## src/rtl/db_pkg.sv

```systemverilog
// Shared constants and types for the data buffer controller.
package db_pkg;

    localparam int unsigned DEPTH  = 64;
    localparam int unsigned PTR_W  = 7;
    localparam int unsigned DATA_W = 8;

    typedef enum logic [1:0] {
        IDLE   = 2'd0,
        RD_ARM = 2'd1,
        RD_POP = 2'd2
    } db_ctrl_state_t;

    typedef enum logic [1:0] {
        G_NONE   = 2'd0,
        G_RX_ST  = 2'd1,
        G_AHB_ST = 2'd2,
        G_RD     = 2'd3
    } grant_t;

endpackage

```

## src/rtl/db_req_arb.sv

```systemverilog
// Fixed-priority request arbiter: rx_store > ahb_store > tx_get > ahb_get.
module db_req_arb
    import db_pkg::*;
(
    input  logic       rx_store_req,
    input  logic       ahb_store_req,
    input  logic       tx_get_req,
    input  logic       ahb_get_req,
    output logic [1:0] grant,
    output logic       rd_is_tx
);

    // One grant per cycle; writers always beat readers.
    always_comb begin
        grant    = G_NONE;
        rd_is_tx = 1'b0;
        if (rx_store_req) begin
            grant = G_RX_ST;
        end else if (ahb_store_req) begin
            grant = G_AHB_ST;
        end else if (tx_get_req) begin
            grant    = G_RD;
            rd_is_tx = 1'b1;
        end else if (ahb_get_req) begin
            grant = G_RD;
        end
    end

endmodule

```

## src/rtl/db_buffer_ctrl.sv

```systemverilog
// Data buffer RAM controller: arbitrates two writers and two readers,
// owns the wrap-around counters and sequences the two-phase RAM read.
module db_buffer_ctrl
    import db_pkg::*;
(
    input  logic              clk,
    input  logic              rst,
    input  logic              clear,
    input  logic              flush,
    input  logic              rx_store_req,
    input  logic [DATA_W-1:0] rx_store_data,
    input  logic              ahb_store_req,
    input  logic [DATA_W-1:0] ahb_store_data,
    input  logic              tx_get_req,
    input  logic              ahb_get_req,
    output logic              rx_store_ack,
    output logic              ahb_store_ack,
    output logic              tx_get_ack,
    output logic              ahb_get_ack,
    output logic              tx_data_valid,
    output logic              ahb_data_valid,
    output logic              err_overflow,
    output logic              err_underflow,
    output logic              write_en,
    output logic [DATA_W-1:0] write_data,
    output logic [PTR_W-1:0]  write_ptr,
    output logic              read_en,
    output logic [PTR_W-1:0]  read_ptr,
    output logic              get_tx_data,
    output logic              get_rx_data,
    output logic              ram_clear,
    output logic [PTR_W-1:0]  occupancy,
    output logic              full,
    output logic              empty
);

    db_ctrl_state_t   state_q, state_d;
    logic             is_tx_q, is_tx_d;
    logic [PTR_W-1:0] wr_cnt_q, rd_cnt_q;
    logic             valid_q;
    logic             kill;
    logic [1:0]       arb_grant;
    logic             arb_is_tx;
    grant_t           grant;

    // clear/flush (and reset) override every other activity in the cycle
    assign kill      = rst | clear | flush;
    assign ram_clear = kill;

    db_req_arb u_arb (
        .rx_store_req  (rx_store_req),
        .ahb_store_req (ahb_store_req),
        .tx_get_req    (tx_get_req),
        .ahb_get_req   (ahb_get_req),
        .grant         (arb_grant),
        .rd_is_tx      (arb_is_tx)
    );

    assign grant = grant_t'(arb_grant);

    // Occupancy by modular subtraction; counters span 0..2*DEPTH-1
    assign occupancy = wr_cnt_q - rd_cnt_q;
    assign full      = (occupancy == PTR_W'(DEPTH));
    assign empty     = (occupancy == '0);

    // RAM acts on entry [ptr-1], so the pointer leads the counter while enabled
    assign write_ptr = wr_cnt_q + PTR_W'(write_en);
    assign read_ptr  = rd_cnt_q + PTR_W'(read_en);

    // Valid pulses in the cycle after the pop, unless killed in that cycle
    assign tx_data_valid  = valid_q &  is_tx_q & ~kill;
    assign ahb_data_valid = valid_q & ~is_tx_q & ~kill;

    // FSM state register
    always_ff @(posedge clk) begin
        if (rst) begin
            state_q <= IDLE;
            is_tx_q <= 1'b0;
        end else begin
            state_q <= state_d;
            is_tx_q <= is_tx_d;
        end
    end

    // Next-state, grant handshakes and RAM strobes
    always_comb begin
        state_d       = state_q;
        is_tx_d       = is_tx_q;
        rx_store_ack  = 1'b0;
        ahb_store_ack = 1'b0;
        tx_get_ack    = 1'b0;
        ahb_get_ack   = 1'b0;
        err_overflow  = 1'b0;
        err_underflow = 1'b0;
        write_en      = 1'b0;
        write_data    = '0;
        read_en       = 1'b0;
        get_tx_data   = 1'b0;
        get_rx_data   = 1'b0;

        if (kill) begin
            state_d = IDLE;
        end else begin
            case (state_q)
                IDLE: begin
                    case (grant)
                        G_RX_ST: begin
                            rx_store_ack = 1'b1;
                            if (full) begin
                                err_overflow = 1'b1;
                            end else begin
                                write_en   = 1'b1;
                                write_data = rx_store_data;
                            end
                        end
                        G_AHB_ST: begin
                            ahb_store_ack = 1'b1;
                            if (full) begin
                                err_overflow = 1'b1;
                            end else begin
                                write_en   = 1'b1;
                                write_data = ahb_store_data;
                            end
                        end
                        G_RD: begin
                            tx_get_ack  = arb_is_tx;
                            ahb_get_ack = ~arb_is_tx;
                            if (empty) begin
                                err_underflow = 1'b1;
                            end else begin
                                state_d = RD_ARM;
                                is_tx_d = arb_is_tx;
                            end
                        end
                        default: begin
                        end
                    endcase
                end
                RD_ARM: begin
                    get_tx_data = is_tx_q;
                    get_rx_data = ~is_tx_q;
                    state_d     = RD_POP;
                end
                RD_POP: begin
                    read_en = 1'b1;
                    state_d = IDLE;
                end
                default: begin
                    state_d = IDLE;
                end
            endcase
        end
    end

    // Pointer counters and the one-cycle pop-to-valid delay
    always_ff @(posedge clk) begin
        if (rst) begin
            wr_cnt_q <= '0;
            rd_cnt_q <= '0;
            valid_q  <= 1'b0;
        end else if (kill) begin
            wr_cnt_q <= '0;
            rd_cnt_q <= '0;
            valid_q  <= 1'b0;
        end else begin
            wr_cnt_q <= wr_cnt_q + PTR_W'(write_en);
            rd_cnt_q <= rd_cnt_q + PTR_W'(read_en);
            valid_q  <= read_en;
        end
    end

endmodule

```

## config.mk

```make
export PLATFORM = sky130hd
export DESIGN_NAME = db_buffer_ctrl
export DESIGN_NICKNAME = d
export VERILOG_FILES = /design/src/rtl/db_pkg.sv /design/src/rtl/db_req_arb.sv /design/src/rtl/db_buffer_ctrl.sv
export SDC_FILE = /design/constraint.sdc
export NUM_CORES = 1
export LEC_CHECK = 0
export ABC_AREA = 1
export CORE_UTILIZATION = 25
export CTS_CLUSTER_DIAMETER = 150
export DETAILED_ROUTE_END_ITERATION = 8
export GPL_ROUTABILITY_DRIVEN = 0
export PLACE_DENSITY = 0.63
export SKIP_LAST_GASP = 1
export SLEW_MARGIN = 20
export SYNTH_ARGS = -nofsm -noshare
export SYNTH_HDL_FRONTEND = slang
export SYNTH_HIERARCHICAL = 1
export SYNTH_SLANG_ARGS = --single-unit
```

## constraint.sdc

```tcl
create_clock -name clk -period 5.1 [get_ports clk]
set_clock_uncertainty 0.15 [all_clocks]
set_input_delay 1.53 -clock clk [delete_from_list [all_inputs] [get_ports clk]]
set_output_delay 1.53 -clock clk [all_outputs]
set_load 0.005 [all_outputs]
```

==> impl_metrics.tcl <==
set metrics [dict create \
    drt_iter0_drc 74 \
    clock-sinks 18 \
    drv_cap 0 \
    numPortBuffers 67 \
    avgViaCountPerCell 4.30 \
    drt-total-wl_mm 4.39 \
    grt_use_total_pct 14.7 \
    critPathMaxStageDelay_ns 0.20 \
    critPathSlowestCell "ha_4" \
    die_w_um 79.6 \
    syn-num-nets 279 \
    power_density_nw_per_um2 114 \
    final_cell_mix "clkdlybuf4s50_1, inv_1, nand2_1, buf_4, nor2_1" \
    drive_gt1_share_pct 31.3 \
    grt_antenna_before_repair 0 \
    rsz0062_at_grt "true" \
    synthTopCellsByArea "dfxtp_1, inv_1, nand2_1" \
    num_vias 1819 \
    insertion_delay_ns 0.26 \
    fp-row-count 27 \
    syn_area_per_cell_um2 6.25 \
    final_common_cell "clkdlybuf4s50_1" \
    htreeDepth 1 \
    core_area_um2 5640 \
    internal-power_w 0.000242 \
    syn2layout_area_growth_pct 84.5 \
    preCtsSetupSlack_ns -0.887 \
    ctsRootBufferMaster "clkbuf_8" \
    post_drt_wl_per_cell_um 10.4 \
    cp_cell_sequence "buf_6 -> nor2_4 -> o21bai_4 -> inv_2 -> ha_4 -> nor3_4 -> nand2_4 -> inv_4 -> ha_4 -> ha_4 -> nand2_4 -> nor2_4 -> inv_2 -> nor2_4 -> inv_2 -> o21ai_2 -> nand2_1 -> buf_2" \
    dr_wl_met2_mm 2.13 \
    grt_pass1_vias 1724 \
    power_frac_clock_pct 37.7 \
    yosys_warnings 6 \
    wl_met1_mm 1.83 \
    dp_hpwl_mm 3.39 \
    instances_no_fill 423 \
    setup_violations 1 \
    min_period_ns 5.18 \
    top_layer "met4" \
    cp_data_arrival_time_ns 3.50 \
    start_util_pct 26.7 \
    tritoncts "done" \
    dr.pass1.iters 4 \
    cp_top_family "simple AND/OR/NAND/NOR gates" \
    fp.dieH_um 79.6 \
    path_class "input pin to output port" \
    drcViolationCount 0 \
    cellLeakagePower_nw 1.30 \
    fin_crit_sh_pct 102 \
    num-fill-cells 562 \
    ff_latch_area_um2 360 \
    critPathBufInv 6 \
    switching_power_w 0.0000744 \
    n_antenna_cell 0 \
    dpl.cell_count 398 \
    grt-ovfl-total 0 \
    violations "negative setup slack" \
    hp-class "flop to flop" \
    finalHoldViolCount 0 \
    final_nets 390 \
    vdd_drop_max_mv 0.0764 \
    slew_headroom_pct 80.3 \
    ys_ff_latch 18 \
    clkTransAtPathRegs_ns 0.07 \
    pwr-share-seq_pct 44.4 \
    route.met3.wl_um 356 \
    path_max_fanout 3 \
    setup_ws_ns -0.0816 \
    design.die.area_um2 6340 \
    cp-start-kind "input pin" \
    synth.distinct_cells 25 \
    cts_buffer_depth 2 \
    worst_ep_required_time_ns 3.42 \
    end_kind "output port" \
    io_pins 68 \
    grt_pass1_wl_mm 7.29 \
    syn-cell-area_um2 1510 \
    multi_input_area_um2 1100 \
    tightestPinTransition_ns 0.296 \
    yosysTopAreaCellShare_pct 23.9 \
    numCtsBuffers 3 \
    syn_inst 241 \
    synth_top_cell_by_area "dfxtp_1" \
    grt_max_degree 14 \
    swShare_pct 23.5 \
    status "finished with violations" \
    comb_power_share_pct 17.9 \
    slew_viol_final 0 \
    clock.fmax_mhz 193 \
    yosysSeqAreaShare_pct 23.9 \
    ant_nets 0 \
]
## per-stage QoR
stage | area, um^2 | hold WS [ns] | TNS, ns | utilization [%] | total power [W]
after floorplan | 1550 | 0.294 | -0.00863 | - | 0.000164
after global placement | 2460 | 0.311 | -7.95 | 43.6 | 0.000196
after detailed placement | 2460 | 0.315 | -8.42 | 43.6 | 0.000196
after CTS | 2660 | 0.342 | -0.0838 | 47.2 | 0.000316
after global routing | 2780 | 0.395 | -0.445 | 49.2 | 0.000335
final | 2780 | 0.352 | -0.0816 | 49.2 | 0.000317
## kinds of logic after synthesis
| logic type | synth area share [%] |
|---|---|
| AND/OR/NAND/NOR | 39.4 |
| buffers and inverters | 15.2 |
| AO/OA/AOI/OAI | 8.15 |
| flip-flops | 23.9 |
| adder cells (fa/ha/maj) | 12.1 |
| XOR/XNOR | 1.16 |
## per-layer routing
layer / global-route usage (%) / up-vias
li1: - / 955
met1: 16.4 / 799
met2: 25.7 / 59
met3: 4.69 / 6
met4: 5.45 / 0
met5: 0 / -
## worst paths after layout
kind,start,endpoint,slack [ns],depth (start not counted)
setup / recovery,ahb_get_req,write_ptr[6],-0.08,18
hold / removal,state_q[0],valid_q,0.35,1
setup reg to reg,wr_cnt_q[0],wr_cnt_q[6],1.01,29
hold reg to reg,state_q[0],valid_q,0.35,1
## flip-flops by register name (all words and copies together) (netlist names)
register / count
wr_cnt_q: 7
rd_cnt_q: 7
state_q: 2
is_tx_q: 1
valid_q: 1
## power by group through the flow
| stage | clock network [W] | registers [W] | logic [W] |
|---|---|---|---|
| finish | 0.000119 | 0.000141 | 0.0000567 |
| CTS | 0.000123 | 0.000141 | 0.0000527 |
| global placement | 0 | 0.000144 | 0.0000520 |
| global route | 0.000132 | 0.000141 | 0.0000624 |
| detailed placement | 0 | 0.000144 | 0.0000523 |
| floorplan | 0 | 0.000144 | 0.0000197 |
## cell type report
| type | count | share of cell area [%] |
|---|---|---|
| Clock buffer | 4 | 1.98 |
| Inverter | 57 | 7.84 |
| Tap cell | 72 | 3.24 |
| Sequential cell | 18 | 13.0 |
| Multi-Input combinational cell | 162 | 39.7 |
| Timing Repair Buffer | 110 | 34.3 |
## Yosys cell counts, drive strengths merged
cell type  count
xor2           2
fa             1
nand2         56
inv           55
o21bai         1
ha            13
clkbuf         1
a21oi         15
nand4          2
dfxtp         18
nand3         16
o21ai          2
or2            1
nor3          16
buf            3
nor2          37
clkinv         2
## repair_timing
action | CTS | global route
gates resized for setup | 68 | 21
endpoints found under the setup margin | 23 | 7
pin swaps | 22 | 13
hold buffers | 0 | 0
buffers inserted | 14 | 8
No activity file was read; power rests on OpenSTA's default activity.
